===== src/rtl/anubis_pkg.sv =====
// Shared definitions for the Anubis S-box scheduler: default job size,
// scheduler state encoding and requester (owner) encodings.
package anubis_pkg;

    // Bytes substituted per job (128-bit vector).
    localparam int NBYTES_DEFAULT = 16;

    // Scheduler state: waiting for a request, or streaming bytes through the S-box.
    typedef enum logic {
        IDLE = 1'b0,
        RUN  = 1'b1
    } state_t;

    // Requester encodings used for owner and last-grant tracking.
    localparam logic OWN_D = 1'b0;
    localparam logic OWN_K = 1'b1;

endpackage


===== src/rtl/Sbox.sv =====
// Combinational Anubis S-box (8-bit involution): o_out = S[i_in], S[S[x]] = x.
module Sbox (
    input  logic [7:0] i_in,
    output logic [7:0] o_out
);

    localparam logic [7:0] TBL [256] = '{
        8'ha7, 8'hd3, 8'he6, 8'h71, 8'hd0, 8'hac, 8'h4d, 8'h79, 8'h3a, 8'hc9, 8'h91, 8'hfc, 8'h1e, 8'h47, 8'h54, 8'hbd,
        8'h8c, 8'ha5, 8'h7a, 8'hfb, 8'h63, 8'hb8, 8'hdd, 8'hd4, 8'he5, 8'hb3, 8'hc5, 8'hbe, 8'ha9, 8'h88, 8'h0c, 8'ha2,
        8'h39, 8'hdf, 8'h29, 8'hda, 8'h2b, 8'ha8, 8'hcb, 8'h4c, 8'h4b, 8'h22, 8'haa, 8'h24, 8'h41, 8'h70, 8'ha6, 8'hf9,
        8'h5a, 8'he2, 8'hb0, 8'h36, 8'h7d, 8'he4, 8'h33, 8'hff, 8'h60, 8'h20, 8'h08, 8'h8b, 8'h5e, 8'hab, 8'h7f, 8'h78,
        8'h7c, 8'h2c, 8'h57, 8'hd2, 8'hdc, 8'h6d, 8'h7e, 8'h0d, 8'h53, 8'h94, 8'hc3, 8'h28, 8'h27, 8'h06, 8'h5f, 8'had,
        8'h67, 8'h5c, 8'h55, 8'h48, 8'h0e, 8'h52, 8'hea, 8'h42, 8'h5b, 8'h5d, 8'h30, 8'h58, 8'h51, 8'h59, 8'h3c, 8'h4e,
        8'h38, 8'h8a, 8'h72, 8'h14, 8'he7, 8'hc6, 8'hde, 8'h50, 8'h8e, 8'h92, 8'hd1, 8'h77, 8'h93, 8'h45, 8'h9a, 8'hce,
        8'h2d, 8'h03, 8'h62, 8'hb6, 8'hb9, 8'hbf, 8'h96, 8'h6b, 8'h3f, 8'h07, 8'h12, 8'hae, 8'h40, 8'h34, 8'h46, 8'h3e,
        8'hdb, 8'hcf, 8'hec, 8'hcc, 8'hc1, 8'ha1, 8'hc0, 8'hd6, 8'h1d, 8'hf4, 8'h61, 8'h3b, 8'h10, 8'hd8, 8'h68, 8'ha0,
        8'hb1, 8'h0a, 8'h69, 8'h6c, 8'h49, 8'hfa, 8'h76, 8'hc4, 8'h9e, 8'h9b, 8'h6e, 8'h99, 8'hc2, 8'hb7, 8'h98, 8'hbc,
        8'h8f, 8'h85, 8'h1f, 8'hb4, 8'hf8, 8'h11, 8'h2e, 8'h00, 8'h25, 8'h1c, 8'h2a, 8'h3d, 8'h05, 8'h4f, 8'h7b, 8'hb2,
        8'h32, 8'h90, 8'haf, 8'h19, 8'ha3, 8'hf7, 8'h73, 8'h9d, 8'h15, 8'h74, 8'hee, 8'hca, 8'h9f, 8'h0f, 8'h1b, 8'h75,
        8'h86, 8'h84, 8'h9c, 8'h4a, 8'h97, 8'h1a, 8'h65, 8'hf6, 8'hed, 8'h09, 8'hbb, 8'h26, 8'h83, 8'heb, 8'h6f, 8'h81,
        8'h04, 8'h6a, 8'h43, 8'h01, 8'h17, 8'he1, 8'h87, 8'hf5, 8'h8d, 8'he3, 8'h23, 8'h80, 8'h44, 8'h16, 8'h66, 8'h21,
        8'hfe, 8'hd5, 8'h31, 8'hd9, 8'h35, 8'h18, 8'h02, 8'h64, 8'hf2, 8'hf1, 8'h56, 8'hcd, 8'h82, 8'hc8, 8'hba, 8'hf0,
        8'hef, 8'he9, 8'he8, 8'hfd, 8'h89, 8'hd7, 8'hc7, 8'hb5, 8'ha4, 8'h2f, 8'h95, 8'h13, 8'h0b, 8'hf3, 8'he0, 8'h37
    };

    // Pure table lookup.
    always_comb begin
        o_out = TBL[i_in];
    end

endmodule


===== src/rtl/anubis_sbox_sched.sv =====
// Time-multiplexed scheduler sharing one Anubis S-box between the round
// datapath (D) and the key schedule (K). One byte is substituted per clock;
// a job of NBYTES bytes takes NBYTES cycles after its accept edge.
//
// Handshake: req_x is a level. In IDLE, the scheduler accepts on the first
// edge with any req high (ties go to the requester not granted last time),
// samples vec_in_x on that edge only, and pulses ack_x for one cycle. The
// requester must drop req_x within NBYTES cycles of ack_x, otherwise it is
// taken as a new job. done_x pulses for one cycle when out_x is updated;
// out of the other requester is never touched. The FSM state is visible
// on busy (high exactly while in RUN).
module anubis_sbox_sched
    import anubis_pkg::*;
#(
    parameter int NBYTES = NBYTES_DEFAULT,
    parameter int CW     = 4
) (
    input  logic                clk,
    input  logic                rst_n,
    input  logic                req_d,
    input  logic [8*NBYTES-1:0] vec_in_d,
    output logic                ack_d,
    output logic                done_d,
    output logic [8*NBYTES-1:0] out_d,
    input  logic                req_k,
    input  logic [8*NBYTES-1:0] vec_in_k,
    output logic                ack_k,
    output logic                done_k,
    output logic [8*NBYTES-1:0] out_k,
    output logic                busy,
    output logic                owner
);

    localparam int            W    = 8 * NBYTES;
    localparam logic [CW-1:0] LAST = CW'(NBYTES - 1);

    state_t        r_state;
    logic [CW-1:0] r_cnt;
    logic [W-1:0]  r_work;
    logic [W-1:0]  r_result;
    logic          r_last_grant;

    logic          w_any_req;
    logic          w_grant;
    logic [7:0]    w_sbox_out;
    logic [W-1:0]  w_result_next;

    // The single shared S-box always looks at the low byte of the work register.
    Sbox u_sbox (
        .i_in  (r_work[7:0]),
        .o_out (w_sbox_out)
    );

    // Arbitration and next result: a tie alternates away from the last grant;
    // each substituted byte enters at the top so byte i ends at byte i.
    always_comb begin
        w_any_req     = req_d | req_k;
        w_grant       = (req_d & req_k) ? ~r_last_grant : (req_k ? OWN_K : OWN_D);
        w_result_next = {w_sbox_out, r_result[W-1:8]};
    end

    // Scheduler FSM, byte shifter and per-requester result/pulse registers.
    always_ff @(posedge clk or negedge rst_n) begin
        if (!rst_n) begin
            r_state      <= IDLE;
            r_cnt        <= '0;
            r_work       <= '0;
            r_result     <= '0;
            r_last_grant <= OWN_K;
            owner        <= OWN_K;
            ack_d        <= 1'b0;
            ack_k        <= 1'b0;
            done_d       <= 1'b0;
            done_k       <= 1'b0;
            out_d        <= '0;
            out_k        <= '0;
            busy         <= 1'b0;
        end else begin
            ack_d  <= 1'b0;
            ack_k  <= 1'b0;
            done_d <= 1'b0;
            done_k <= 1'b0;
            case (r_state)
                IDLE: begin
                    if (w_any_req) begin
                        r_work       <= (w_grant == OWN_K) ? vec_in_k : vec_in_d;
                        owner        <= w_grant;
                        r_last_grant <= w_grant;
                        r_cnt        <= '0;
                        if (w_grant == OWN_K) begin
                            ack_k <= 1'b1;
                        end else begin
                            ack_d <= 1'b1;
                        end
                        r_state <= RUN;
                        busy    <= 1'b1;
                    end
                end
                RUN: begin
                    r_result <= w_result_next;
                    r_work   <= r_work >> 8;
                    r_cnt    <= r_cnt + 1'b1;
                    if (r_cnt == LAST) begin
                        if (owner == OWN_K) begin
                            out_k  <= w_result_next;
                            done_k <= 1'b1;
                        end else begin
                            out_d  <= w_result_next;
                            done_d <= 1'b1;
                        end
                        r_state <= IDLE;
                        busy    <= 1'b0;
                    end
                end
                default: begin
                    r_state <= IDLE;
                    busy    <= 1'b0;
                end
            endcase
        end
    end

endmodule


===== config.mk =====
export PLATFORM = sky130hd
export DESIGN_NAME = anubis_sbox_sched
export DESIGN_NICKNAME = d
export VERILOG_FILES = /design/src/rtl/anubis_pkg.sv /design/src/rtl/Sbox.sv /design/src/rtl/anubis_sbox_sched.sv
export SDC_FILE = /design/constraint.sdc
export NUM_CORES = 1
export LEC_CHECK = 0
export BUFFER_PORTS_ARGS = -buffer_cell sky130_fd_sc_hd__buf_2
export CORE_MARGIN = 2
export CORE_UTILIZATION = 50
export CTS_BUF_LIST = sky130_fd_sc_hd__clkbuf_8 sky130_fd_sc_hd__clkbuf_16
export DETAILED_ROUTE_END_ITERATION = 10
export PLACE_DENSITY = 0.74
export SYNTH_ARGS = -nofsm -noshare
export SYNTH_HDL_FRONTEND = slang
export SYNTH_SLANG_ARGS = --single-unit

===== constraint.sdc =====
create_clock -name clk -period 3.3 [get_ports clk]
set_input_delay 0.66 -clock clk [delete_from_list [all_inputs] [get_ports clk]]
set_output_delay 0.66 -clock clk [all_outputs]
set_load 0.03 [all_outputs]

# Word-level counts from Yosys, hierarchy flattened
# Memories as Yosys holds them, arrays and structs flattened.
# Cells that the tools add are included.
classes:
  n_div: 0
  mux: 27
  n_bitwise: 5
  eq_ne: 3
  magnitude_cmp: 1
  mul: 0
  reduce_logical: 4
  n_addsub: 1
  shift: 0
op_table:
  columns: ["cell", "n"]
  rows:
  - ["$mux 128", 2]
  - ["$pmux 128 s2", 1]
  - ["$mux 1", 18]
  - ["$mux 8", 2]
  - ["$ge 9x9->1 const B", 1]
  - ["$not 8->9", 1]
  - ["$pmux 4 s2", 1]
  - ["$reduce_and 3->1", 2]
  - ["$add 4x1->4 const B", 1]
  - ["$eq 4x4->1 const B", 1]
  - ["$mux 4", 1]
  - ["$pmux 1 s2", 2]
  - ["$reduce_and 2->1", 2]
  - ["$ne 2x1->1 const B", 1]
  - ["$ne 2x2->1 const B", 1]
  - ["$not 1->1", 2]
  - ["$and 1x1->1", 1]
  - ["$or 1x1->1", 1]
word_totals:
  ram_bits: 0
  romBits: 2048
  in_bits: 260
  elab_cells: 54
  latch_bits: 0
  register_bits: 523
  out_inout_bits: 262
  mem_count: 1
mem_list:
  columns: ["memory", "words", "word_bits", "read_ports", "rd_clocked_by_memory_dff", "write_ports", "line_no", "source"]
  rows:
  - ["(no name shown)", 256, 8, 1, 0, 0, "Sbox.sv:28", "o_out = TBL[i_in];"]

# Logic depth before layout (Yosys ltp)
depth:
  depth_word: 5
  depth_mapped: 12
  depth_no_buf: 8

# Modules after synthesis
# From an unflattened synthesis, not the netlist that was laid out.
unflattened:
  cells_unflattened: 2097
  hier_area_um2: 25107.8
by_module_without_submodules:
  columns: ["module", "seq_area_each_um2", "area_each_um2", "cells_each", "n_inst"]
  rows:
  - ["anubis_sbox_sched", 12888.6, 21672.0, 1550, 1]
  - ["Sbox", 0.0, 3435.8, 547, 1]

# Worst setup path after synthesis
# OpenSTA, ideal clock, no wires.
synth_timing:
  kind: "register -> register"
  start: "register r_work[0]"
  end: "register out_d[120]"
  setup_time_ns: 0.125
  path_slack_ns: 0.436
  path_stages_with_launch: 12
  n_path_buf: 3
  arrival_ns: 2.739
  t_required_ns: 3.175
  period_less_slack_ns: 2.864
  path_cell_list: "dfrtp_1 > buf_2 > buf_2 > inv_1 > ha_1 > buf_2 > mux2_2 > mux4_2 > o221ai_1 > o2111a_1 > a211oi_2 > mux2_2"
synth_between:
  elab_chain_len: 4
synth_lines:
  columns: ["element", "line_no", "source"]
  rows:
  - ["from (decl)", "anubis_sbox_sched.sv:39", "logic [W-1:0] r_work;"]
  - ["from (signal assigned)", "anubis_sbox_sched.sv:86", "r_work <= (w_grant == OWN_K) ? vec_in_k : vec_in_d;"]
  - ["from (signal assigned)", "anubis_sbox_sched.sv:101", "r_work <= r_work >> 8;"]
  - ["$not 8->9 (not written as such)", "Sbox.sv:28", null]
  - ["$mem_v2 256x8", null, null]
  - ["$mux 8 (not written as such) (2 in a row)", "Sbox.sv:28", null]
  - ["to (signal assigned)", "anubis_sbox_sched.sv:108", "out_d <= w_result_next;"]
  - ["to (decl)", "anubis_sbox_sched.sv:24", "output logic [8*NBYTES-1:0] out_d,"]
# No other way between the ends. The select of a mux whose other input is x is not followed.
# A chain may end at the register's enable or synchronous reset.

# Final worst setup path
layout_timing:
  start: "register r_work[0]"
  end: "register r_result[123]"
layout_between:
  elab_chain_len: 4
layout_lines:
  columns: ["element", "line_no", "source"]
  rows:
  - ["$not 8->9 (not written as such)", "Sbox.sv:28", null]
  - ["$mem_v2 256x8", null, null]
  - ["$mux 8 (not written as such) (2 in a row)", "Sbox.sv:28", null]
  - ["to (signal assigned)", "anubis_sbox_sched.sv:100", "r_result <= w_result_next;"]
  - ["to (decl)", "anubis_sbox_sched.sv:40", "logic [W-1:0] r_result;"]
# No other way between the ends. The select of a mux whose other input is x is not followed.

==> impl_metrics.yaml <==
detailed_routing:
  wl_per_cell_um: 25.7
  drc: 0
  wirelength_mm: 86.6
  firstDrtPassIters: 6
  drt_iter0_markers: 2185
  viasPerCell: 6.07
  vias: 20476
  drtAntennaViolNets: 0
cells_and_area:
  syn2layout_area_growth_pct: 21.8
  multiInputGateArea_um2: 10500
  fin_nets: 2982
  fillers: 3891
  drive_gt1_share_pct: 36.1
  layout_commonest_cell: "buf_2"
  final_cell_mix: "buf_2 (520), dfrtp_1 (510), nand2_1 (419)"
  seq_area_um2: 12900
outcome:
  status: "complete, no violations"
clock_tree:
  clock-sinks: 515
  ctsHoldBuffers: 0
  root_buffer: "clkbuf_16"
  cts.clk_slew.worst_paths_ps: 70
  worst_skew_pair.late_latency_ps: 600
  post_cts_buffers: 0
  clk_path_buf_depth: 3
  cts_tree: "yes"
  cts-resized-gates: 0
  cts_buffers: 51
  htree_levels: 2
die:
  start_util_pct: 50.7
  fp.coreArea_um2: 47700
  die_height_um: 224
  ios: 522
  fp-row-count: 80
  dieArea_um2: 50200
  die_width_um: 224
critical_path:
  slowest_delay_ps: 550
  path_cells: "inv_1 > ha_1 > and2_1 > nor2_1 > o311a_1 > or4_1 > a32oi_1 > mux2_2"
  cp_slowest_cell: "or4_1"
  path_class: "flip-flop to flip-flop"
  required_ps: 3830
  rr_startpoint: "r_work[0]"
  startpoint: "r_work[0]"
  worst_setup_path_start_kind: "flip-flop"
  cp_max_fo: 10
  end_kind: "flip-flop"
  critPathArrivalTime_ps: 3600
placement:
  hpwl_mm: 63.0
  gp_congestion: 1.02
  portBuffers: 521
grt:
  antenna_found_initial: 18
  grt_overflow: 0
  grt_max_degree: 182
  grt.total_usage_pct: 33.9
  grt_pass1_vias: 20188
  grt_pass1_wl_mm: 127
yosys:
  synth_area_leaders: "dfrtp_1 (53%), mux2_2 (12%), nand2_1 (6.5%), mux2i_1 (5.9%), a22oi_1 (3.8%)"
  ys.flop_type: "dfrtp_1"
  yosysSeqAreaShare_pct: 53.2
  synth_edf_count: 0
  syn_avg_cell_area_um2: 10.9
  async_flop_share_pct: 100
  synth_area_leader_cell: "dfrtp_1"
  syn_area_um2: 24200
  ys_warn_count: 0
  synth_top_area_share_pct: 53.1
  synth_nets: 2495
  synth_seq_cells: 515
  netlist_instances: 2213
  synth_cell_type_count: 82
timing:
  fin_hold_ws_ps: 35.0
  finClkSkew_ps: 17.3
  timing.setup.tns_ps: 0
  report.final.slew_viol_count: 0
  max_freq_mhz: 326
  timing.final.crit_share_pct: 93.0
  rsz0062_at_grt: "no"
  setup_viol: 0
  hold_violations: 0
  relSlewSlack_pct: 25.8
  fin_crit_ps: 3070
  tightest_slew_ps: 1110
worst_hold_path:
  worstHoldPathType: "input pin to async pin"
power:
  leakage_nw: 14.4
  peakVddDrop_mv: 0.474
  p_per_area_nw_per_um2: 1070
  finalPower_mw: 31.4
flow_run:
  cap_violations: 0
-- routing by layer --
layer / part of all wire [%] / routed length, µm / global-route usage (%)
met1: 37 / 32200 / 40.7
met5: 0 / 0 / 0
met4: 6.9 / 5960 / 21.0
met3: 7.1 / 6150 / 6.11
met2: 49 / 42300 / 56.8
-- cell families (layout without fill, tap and decap cells) --
group | Yosys count | in the layout | share of synthesized area, %
xor gates and xnor gates | 2 | 2 | 0.0724
buffers and inverters | 199 | 726 | 3.61
DFF | 515 | 515 | 53.2
AOI/OAI and AO/OA | 474 | 474 | 13.1
other | 0 | 18 | 0
adders and majority gates | 22 | 22 | 1.14
and+or+nand+nor | 598 | 598 | 10.5
muxes | 403 | 403 | 18.4
-- path summary, 6_finish.rpt --
kind                            slack, ps       endpoint  cells past startpoint
worst min-delay path                   30      out_k[47]                      1
worst max register to register        230  r_result[123]                      8
max in group asynchronous            2300      r_work[4]                      2
min in group clk                      350    r_work[126]                      3
worst max-delay path                  230  r_result[123]                      8
worst min register to register        470     out_k[105]                      2
-- worst max-delay path: cells and delay by family, from the launching register on --
family / cells / cell delay, ps
compound gates: 2 / 720
mux: 1 / 220
buf+inv: 1 / 380
simple gates: 3 / 850
fa+ha+maj: 1 / 450
flops: 1 / 370
-- through the flow --
stage               cell area, µm²  std cells  utilization (%)  worst slack (ps)
floorplan                    24200       2213                -               436
global placement             27800       3262             58.1               340
detailed placement           27800       3262             58.1               324
CTS                          29400       3355             61.7               304
global route                 29500       3366             61.7               124
finish                       29500       3373             61.7               230
-- state kept, by name, indices dropped and copies added, names as in the netlist, 4 cells and up --
register,flops
out_d,128
out_k,128
r_cnt,4
r_result,120
r_work,128
-- cells in the mapped netlist (9+ instances only) --
cell type	n
mux2_2	252
nor3_1	16
ha_1	22
inv_1	13
o311ai_0	9
dfrtp_1	514
o211ai_1	14
nand2b_1	26
o221ai_1	9
buf_2	42
a22oi_1	121
o22ai_1	10
buf_1	12
clkbuf_1	116
a21oi_1	37
mux2i_1	142
a211oi_1	12
nand2_1	420
nand3_1	27
a31oi_1	19
nor2_1	50
nor2b_1	16
o21ai_0	164
-- layout make-up --
cell class              instances  share of cell area [%]
clock buffers                  63                    4.89
repair buffers                617                    12.0
well taps                     615                    2.61
flip-flops and latches        515                    43.7
inverters                      16                   0.212
clock inverters                30                   0.802
multi-input cells            1499                    35.6
diodes                         18                   0.153
-- report_power, final --
group | switching, mW | internal (mW)
clock network | 2.47 | 3.26
logic | 9.14 | 5.17
registers | 2.35 | 9.01
No activity file was read; power rests on OpenSTA's default activity.
